[src/rtl/codec_cfg_seq.sv]
// Purpose: walks a fixed codec register table and hands each word to the I2C word generator.
// Latency: load pulses one cycle after ready is sampled high; words are spaced by GAP_CYCLES idle cycles.
// Backpressure: waits on the ready handshake and aborts with err after TIMEOUT_CYCLES in a wait state.
//
// Ports:
//   clk, reset_n      - clock and asynchronous active-low reset
//   start, mode[1:0]  - request a sequence: 0 INIT, 1 LOOPBACK, 2 SILENCE, 3 NOP
//   ready             - word generator idle flag
//   load, data[15:0]  - one-cycle handoff of {reg_addr[6:0], value[8:0]}
//   busy, done, err   - sequence status; done/err are one-cycle pulses
module codec_cfg_seq #(
  parameter int GAP_CYCLES     = 16,
  parameter int TIMEOUT_CYCLES = 1048576
) (
  input  logic        clk,
  input  logic        reset_n,
  input  logic        start,
  input  logic [1:0]  mode,
  input  logic        ready,
  output logic        load,
  output logic [15:0] data,
  output logic        busy,
  output logic        done,
  output logic        err
);

  localparam int GW = $clog2(GAP_CYCLES + 1);
  localparam int TW = $clog2(TIMEOUT_CYCLES + 1);
  localparam logic [GW-1:0] GAP_LAST = GW'(GAP_CYCLES - 1);
  localparam logic [TW-1:0] TMO_LAST = TW'(TIMEOUT_CYCLES - 1);

  typedef enum logic [2:0] {
    IDLE,
    WAIT_RDY,
    WAIT_ACC,
    GAP,
    DONE
  } state_t;

  state_t        state_q, state_d;
  logic [1:0]    mode_q, mode_d;
  logic [1:0]    idx_q, idx_d;
  logic [GW-1:0] gap_q, gap_d;
  logic [TW-1:0] tmo_q, tmo_d;
  logic          load_q, load_d;
  logic [15:0]   data_q, data_d;
  logic          busy_q, busy_d;
  logic          done_q, done_d;
  logic          err_q, err_d;

  // Codec word table, {reg_addr[6:0], value[8:0]}.
  function automatic logic [15:0] table_word(input logic [1:0] m, input logic [1:0] i);
    logic [6:0] a;
    logic [8:0] v;
    a = '0;
    v = '0;
    case ({m, i})
      4'b00_00: begin a = 7'h0F; v = 9'h000; end
      4'b00_01: begin a = 7'h06; v = 9'h09F; end
      4'b00_10: begin a = 7'h09; v = 9'h000; end
      4'b01_00: begin a = 7'h06; v = 9'h00E; end
      4'b01_01: begin a = 7'h04; v = 9'h00A; end
      4'b01_10: begin a = 7'h09; v = 9'h001; end
      4'b10_00: begin a = 7'h04; v = 9'h002; end
      4'b10_01: begin a = 7'h06; v = 9'h09F; end
      default:  begin a = '0;    v = '0;     end
    endcase
    return {a, v};
  endfunction

  function automatic logic [1:0] last_idx(input logic [1:0] m);
    case (m)
      2'd0:    return 2'd2;
      2'd1:    return 2'd2;
      2'd2:    return 2'd1;
      default: return 2'd0;
    endcase
  endfunction

  always_comb begin
    state_d = state_q;
    mode_d  = mode_q;
    idx_d   = idx_q;
    gap_d   = gap_q;
    load_d  = 1'b0;
    data_d  = data_q;
    busy_d  = busy_q;
    done_d  = 1'b0;
    err_d   = 1'b0;

    case (state_q)
      IDLE: begin
        // The cycle after DONE or an abort is spent here with busy still
        // high, so start is only honoured once busy has dropped.
        busy_d = 1'b0;
        if (start && !busy_q) begin
          mode_d  = mode;
          idx_d   = 2'd0;
          busy_d  = 1'b1;
          state_d = (mode == 2'd3) ? DONE : WAIT_RDY;
        end
      end
      WAIT_RDY: begin
        if (ready) begin
          data_d  = table_word(mode_q, idx_q);
          load_d  = 1'b1;
          state_d = WAIT_ACC;
        end else if (tmo_q == TMO_LAST) begin
          err_d   = 1'b1;
          state_d = IDLE;
        end
      end
      WAIT_ACC: begin
        // ready falling means the generator has taken the word.
        if (!ready) begin
          gap_d   = GAP_LAST;
          state_d = GAP;
        end else if (tmo_q == TMO_LAST) begin
          err_d   = 1'b1;
          state_d = IDLE;
        end
      end
      GAP: begin
        if (gap_q == '0) begin
          if (idx_q == last_idx(mode_q)) begin
            state_d = DONE;
          end else begin
            idx_d   = idx_q + 2'd1;
            state_d = WAIT_RDY;
          end
        end else begin
          gap_d = gap_q - GW'(1);
        end
      end
      DONE: begin
        done_d  = 1'b1;
        state_d = IDLE;
      end
      default: begin
        state_d = IDLE;
      end
    endcase

    // Timeout counter restarts on every state change and only runs in the wait states.
    if ((state_d != state_q) || !((state_q == WAIT_RDY) || (state_q == WAIT_ACC))) begin
      tmo_d = '0;
    end else begin
      tmo_d = tmo_q + TW'(1);
    end
  end

  always_ff @(posedge clk or negedge reset_n) begin
    if (!reset_n) begin
      state_q <= IDLE;
      mode_q  <= 2'd0;
      idx_q   <= 2'd0;
      gap_q   <= '0;
      tmo_q   <= '0;
      load_q  <= 1'b0;
      data_q  <= 16'h0000;
      busy_q  <= 1'b0;
      done_q  <= 1'b0;
      err_q   <= 1'b0;
    end else begin
      state_q <= state_d;
      mode_q  <= mode_d;
      idx_q   <= idx_d;
      gap_q   <= gap_d;
      tmo_q   <= tmo_d;
      load_q  <= load_d;
      data_q  <= data_d;
      busy_q  <= busy_d;
      done_q  <= done_d;
      err_q   <= err_d;
    end
  end

  assign load = load_q;
  assign data = data_q;
  assign busy = busy_q;
  assign done = done_q;
  assign err  = err_q;

endmodule

[config.mk]
export PLATFORM = sky130hd
export DESIGN_NAME = codec_cfg_seq
export DESIGN_NICKNAME = d
export VERILOG_FILES = /design/src/rtl/codec_cfg_seq.sv
export SDC_FILE = /design/constraint.sdc
export NUM_CORES = 1
export LEC_CHECK = 0
export BUFFER_PORTS_ARGS = -buffer_cell sky130_fd_sc_hd__buf_4
export CORE_ASPECT_RATIO = 1.1
export CORE_MARGIN = 4
export CORE_UTILIZATION = 38
export DETAILED_ROUTE_END_ITERATION = 8
export SYNTH_ARGS = -nofsm -noshare
export SYNTH_HDL_FRONTEND = slang
export SYNTH_SLANG_ARGS = --single-unit
[constraint.sdc]
create_clock -name clk -period 2 [get_ports clk]
set_clock_uncertainty 0.15 [all_clocks]
set_input_delay 0.2 -clock clk [delete_from_list [all_inputs] [get_ports clk]]
set_output_delay 0.2 -clock clk [all_outputs]
set_load 0.02 [all_outputs]
### Yosys cells after proc, flatten, opt, wreduce, memory -nomap -nowiden

Memories as Yosys holds them, arrays and structs flattened. A register that Yosys moved wholly into a read port is not among the register bits.
Index checks and enable logic that the tools add are counted.
Widths: inputs -> output; s select.

| storage, ports and cells | value |
|---|---|
| register bits | 53 |
| bits in read-only memories | 160 |
| logic and storage cells | 72 |
| memories | 1 |

Memories:

| name | depth | width | read ports | clocked after Yosys merged registers in | write ports | line | source |
|---|---|---|---|---|---|---|---|
| (no name shown) | 16 | 10 | 1 | 1 | 0 | 57 | `case ({m, i})` |

| operators by class | value |
|---|---|
| add/subtract/negate cells | 3 |
| equality and inequality tests | 15 |
| muxes and demuxes | 27 |
| reduce and logical (&&, ||, !) cells | 16 |

Operator list:

| operator | number |
|---|---|
| $add 21x1->21 const B | 1 |
| $eq 21x20->1 const B | 1 |
| $mux 21 | 1 |
| $mux 3 | 7 |
| $pmux 3 s4 | 1 |
| $mux 2 | 5 |
| $mux 5 | 2 |
| $ne 2x2->1 const B | 5 |
| $pmux 5 s2 | 1 |
| $pmux 2 s2 | 2 |
| $mux 1 | 7 |
| $eq 3x2->1 const B | 2 |
| $logic_not 5->1 | 1 |
| $sub 5x1->5 const B | 1 |
| $eq 2x2->1 const B | 2 |
| $reduce_and 2->1 | 2 |
| $reduce_and 4->1 | 1 |
| $reduce_bool 2->1 | 2 |
| $eq 3x1->1 const B | 1 |
| $eq 3x3->1 const B | 1 |
| $logic_not 1->1 | 3 |
| $logic_not 3->1 | 1 |
| $ne 3x3->1 | 1 |
| $reduce_and 3->1 | 1 |
| 8 further kinds | 9 |

### Depth between registers and ports, before layout

| logic depth | value |
|---|---|
| word-level depth | 12 |
| mapped depth | 6 |
| depth with buffers taken out | 6 |

### Worst setup path after synthesis

Ideal clock, no wire load.

| timing | value |
|---|---|
| path type | reg2reg |
| start | register tmo_q[8] |
| end | register tmo_q[1] |
| arrival time | 1.808 ns |
| required time | 1.730 ns |
| slack | -0.078 ns |
| cell stages (with the launch flop) | 5 |
| clock period less this slack | 2.078 ns |
| cells stage by stage | dfrtp_1 -> nand4_4 -> or4_4 -> or4_4 -> and3_1 |

| on the way | value |
|---|---|
| word-level cells in the longest chain between the ends | 7 |
| elaborated cells between the ends (all ways) | 8 |

RTL lines:

| what | line | source |
|---|---|---|
| from (decl) | 44 | `logic [TW-1:0] tmo_q, tmo_d;` |
| from (signal assigned) | 169 | `tmo_q <= tmo_d;` |
| $eq 21x20->1 * | 108, 118 |  |
| $mux 3 * | 108, 118 |  |
| $mux 3 (on tied branches) | 115, 104 |  |
| $pmux 3 s4 * | 91 | `case (state_q)` |
| $ne 3x3->1 * | 145 | `if ((state_d != state_q) \|\| !((state_q == WAIT_RDY) \|\| (state_q == WAIT_ACC))) begin` |
| $logic_or 1x1->1 * | 145 |  |
| $mux 21 * | 145 |  |
| net tmo_d[1] | 44 |  |

The timed path passes the listed nets; every way through them passes the cells marked *.
A chain may end at the register's enable or synchronous reset.

### Worst setup path after layout

| timing | value |
|---|---|
| start | register tmo_q[3] |
| end | register tmo_q[1] |

The elaborated chain is that of the path after synthesis.

==> flow_summary.toml <==
[worst_setup_path]
cp.arrival_ns = 2.05
critPathLaunchType = "register"
cp_data_required_time_ns = 2.04
critPathCaptureType = "register"
ff2ff_setup_slack_ns = -0.01
crit_type = "reg -> reg"
cp_slowest_cell = "or4_4"
crit_chain = "nand4_1 > or4_4 > or4_4 > and3_1"
cpPeakStageDelay_ns = 0.54
crit_top_cell = "or4_4"
crit_fanout = 5

[die]
placementRows = 30
die-area_um2 = 7610
io_pins = 26
die_x_um = 83.5
initial_utilization_pct = 39.0
core_um2 = 6120
fp.dieH_um = 91.1

[final_layout]
drive_gt1_share_pct = 24.5
n_antenna_cell = 0
final_nets = 315
final_common_cell = "buf_4"
fin_util_pct = 48.7
final_cell_mix = "53 x buf_4, 45 x dfrtp_1, 30 x nor2_1"
synthToLayoutAreaGrowth_pct = 24.9
fin_cells = 382
layout.filler_cells = 592

[yosys]
ys_dominant_reg_cell = "dfrtp_1"
synth.cell_area_um2 = 2380
synth_cell_types = 45
synth_edf_count = 0
syn_avg_cell_area_um2 = 9.53
async_flop_share_pct = 100
syn_inst = 250
ys_ff_latch = 45
seq_area_frac_synth_pct = 47.2
yosysWarningCount = 0

[sta]
setup_violations = 1
fmax_mhz = 497
finalMaxSlewViolations = 0
worst_pin_slew_ns = 0.571
grt_setup_unrepaired = "yes"
hold_ws_ns = 0.157
final.setup.worst_slack_ns = -0.0126
final.setup.tns_ns = -0.0126
relSlewSlack_pct = 61.4
finalCritPeriodShare_pct = 101
hold_viol_final = 0
period_needed_ns = 2.01

[global_routing]
use_met3_pct = 3.27
grt_pass1_wl_um = 8780
use_met1_pct = 17.4
grt_pass1_vias = 1981
gr-total-overflow = 0
grt.busiest_layer = "met2"
antenna_found_initial = 0
met2_usage_pct = 22.7
grt_max_degree = 46
gr-usage-all-layers_pct = 13.7

[power_and_ir_drop]
p_leak_nw = 1.28
irDropWorstVdd_mv = 0.425
power_density_nw_per_um2 = 987

[cts]
cts_tree = "yes"
clk_pin_slew_ns = 0.08
clkSinkCount = 45
clk_latency_ns = 0.29
htreeDepth = 2
cts-root-buf = "clkbuf_8"
clockBufferDepth = 2
numCtsBuffers = 5

[detailed_routing]
viasPerCell = 5.14
first_iter_violations = 97
drc = 0
dr.pass1.iters = 4
wire_per_inst_um = 13.0
finalWirelength_um = 4950
num_vias = 1964
ant_nets = 0

[worst_hold_path]
min_path_type = "in -> reg"

[placed_design]
numPlacedInstances = 369
dp_hpwl_um = 3620
numPortBuffers = 19
gp_congestion = 0.779

[run]
max_cap_violations = 0

[status]
status = "complete, but fails checks"
violations = "negative setup slack"
## kinds of logic after synthesis
kind of cell,after synthesis,share of synthesized area [%]
AO/OA/AOI/OAI,42,11.5
multiplexers,2,0.840
other,1,0.157
XOR/XNOR,17,6.25
AND/OR/NAND/NOR,110,24.7
adder cells (fa/ha/maj),7,3.67
flip-flops,45,47.2
buffers and inverters,26,5.67
## stage by stage
step,setup WS [ns],instance area (µm²),power [mW]
2_1_floorplan,-0.0137,2410,1.97
3_3_place_gp,-0.0110,2810,2.36
3_5_place_dp,-0.0522,2810,2.38
4_1_cts,-0.0174,2940,2.96
5_1_grt,-0.0887,2980,3.18
6_report,-0.0126,2980,2.94
## registers in the layout, summed over array words and instances (netlist names), 2 cells and up
| signal | cells |
|---|---|
| data | 8 |
| state_q | 3 |
| tmo_q | 21 |
| idx_q | 2 |
| mode_q | 2 |
| gap_q | 5 |
## per-layer routing
metal  share of wire, %  wire, µm
met4                2.2       111
met2                 46      2280
met3                3.6       179
met1                 48      2380
met5                  0         0
## cells in the mapped netlist (5+ instances only)
cell type | instances | area [µm²]
nand4_1 | 5 | 31.3
nand2_1 | 24 | 90.1
a31oi_1 | 5 | 31.3
xnor2_1 | 13 | 114
o21ai_0 | 12 | 60.1
buf_4 | 8 | 60.1
inv_1 | 9 | 33.8
dfrtp_1 | 45 | 1130
nor2_1 | 30 | 113
nand3_1 | 14 | 70.1
clkbuf_1 | 8 | 30.0
a21oi_1 | 8 | 40.0
nor3_1 | 7 | 35.0
nor4_1 | 5 | 31.3
ha_1 | 7 | 87.6
## worst paths after layout
kind,to,cells past startpoint,from
setup / recovery,tmo_q[1]$_DFF_PN0_,4,tmo_q[3]$_DFF_PN0_
setup reg to reg,tmo_q[1]$_DFF_PN0_,4,tmo_q[3]$_DFF_PN0_
hold / removal,state_q[1]$_DFF_PN0_,3,ready
max in group asynchronous,err$_DFF_PN0_,2,reset_n
hold reg to reg,data[1]$_DFFE_PN0P_,2,data[1]$_DFFE_PN0P_
min in group asynchronous,gap_q[0]$_DFFE_PN0P_,2,reset_n
## repair_timing
item,CTS,global route
pin swaps,1,1
hold buffers,3,0
buffers inserted,2,1
hold endpoints to repair,47,0
endpoints found under the setup margin,4,24
resized for setup,0,7
## layout make-up
class / count / area, µm² / area share (%)
Clock buffer: 7 / 86.3 / 2.90
Inverter: 9 / 33.8 / 1.13
Multi-Input combinational cell: 184 / 1180 / 39.7
Sequential cell: 45 / 1130 / 37.8
Timing Repair Buffer: 57 / 448 / 15.0
Tap cell: 80 / 100 / 3.36
## power breakdown
part           total (mW)  leakage [nW]  switching, mW  internal (mW)
logic                1.15         0.651          0.650          0.501
clock network       0.564        0.0443          0.289          0.274
registers            1.22         0.589          0.138           1.08
total                2.94          1.28           1.08           1.86
## critical path: cells and delay by family, from the launching register on
kind	cells	cell delay, ns
DFF	1	0.35
and+or+nand+nor	4	1.40
Power figures use the tool's default switching activity.
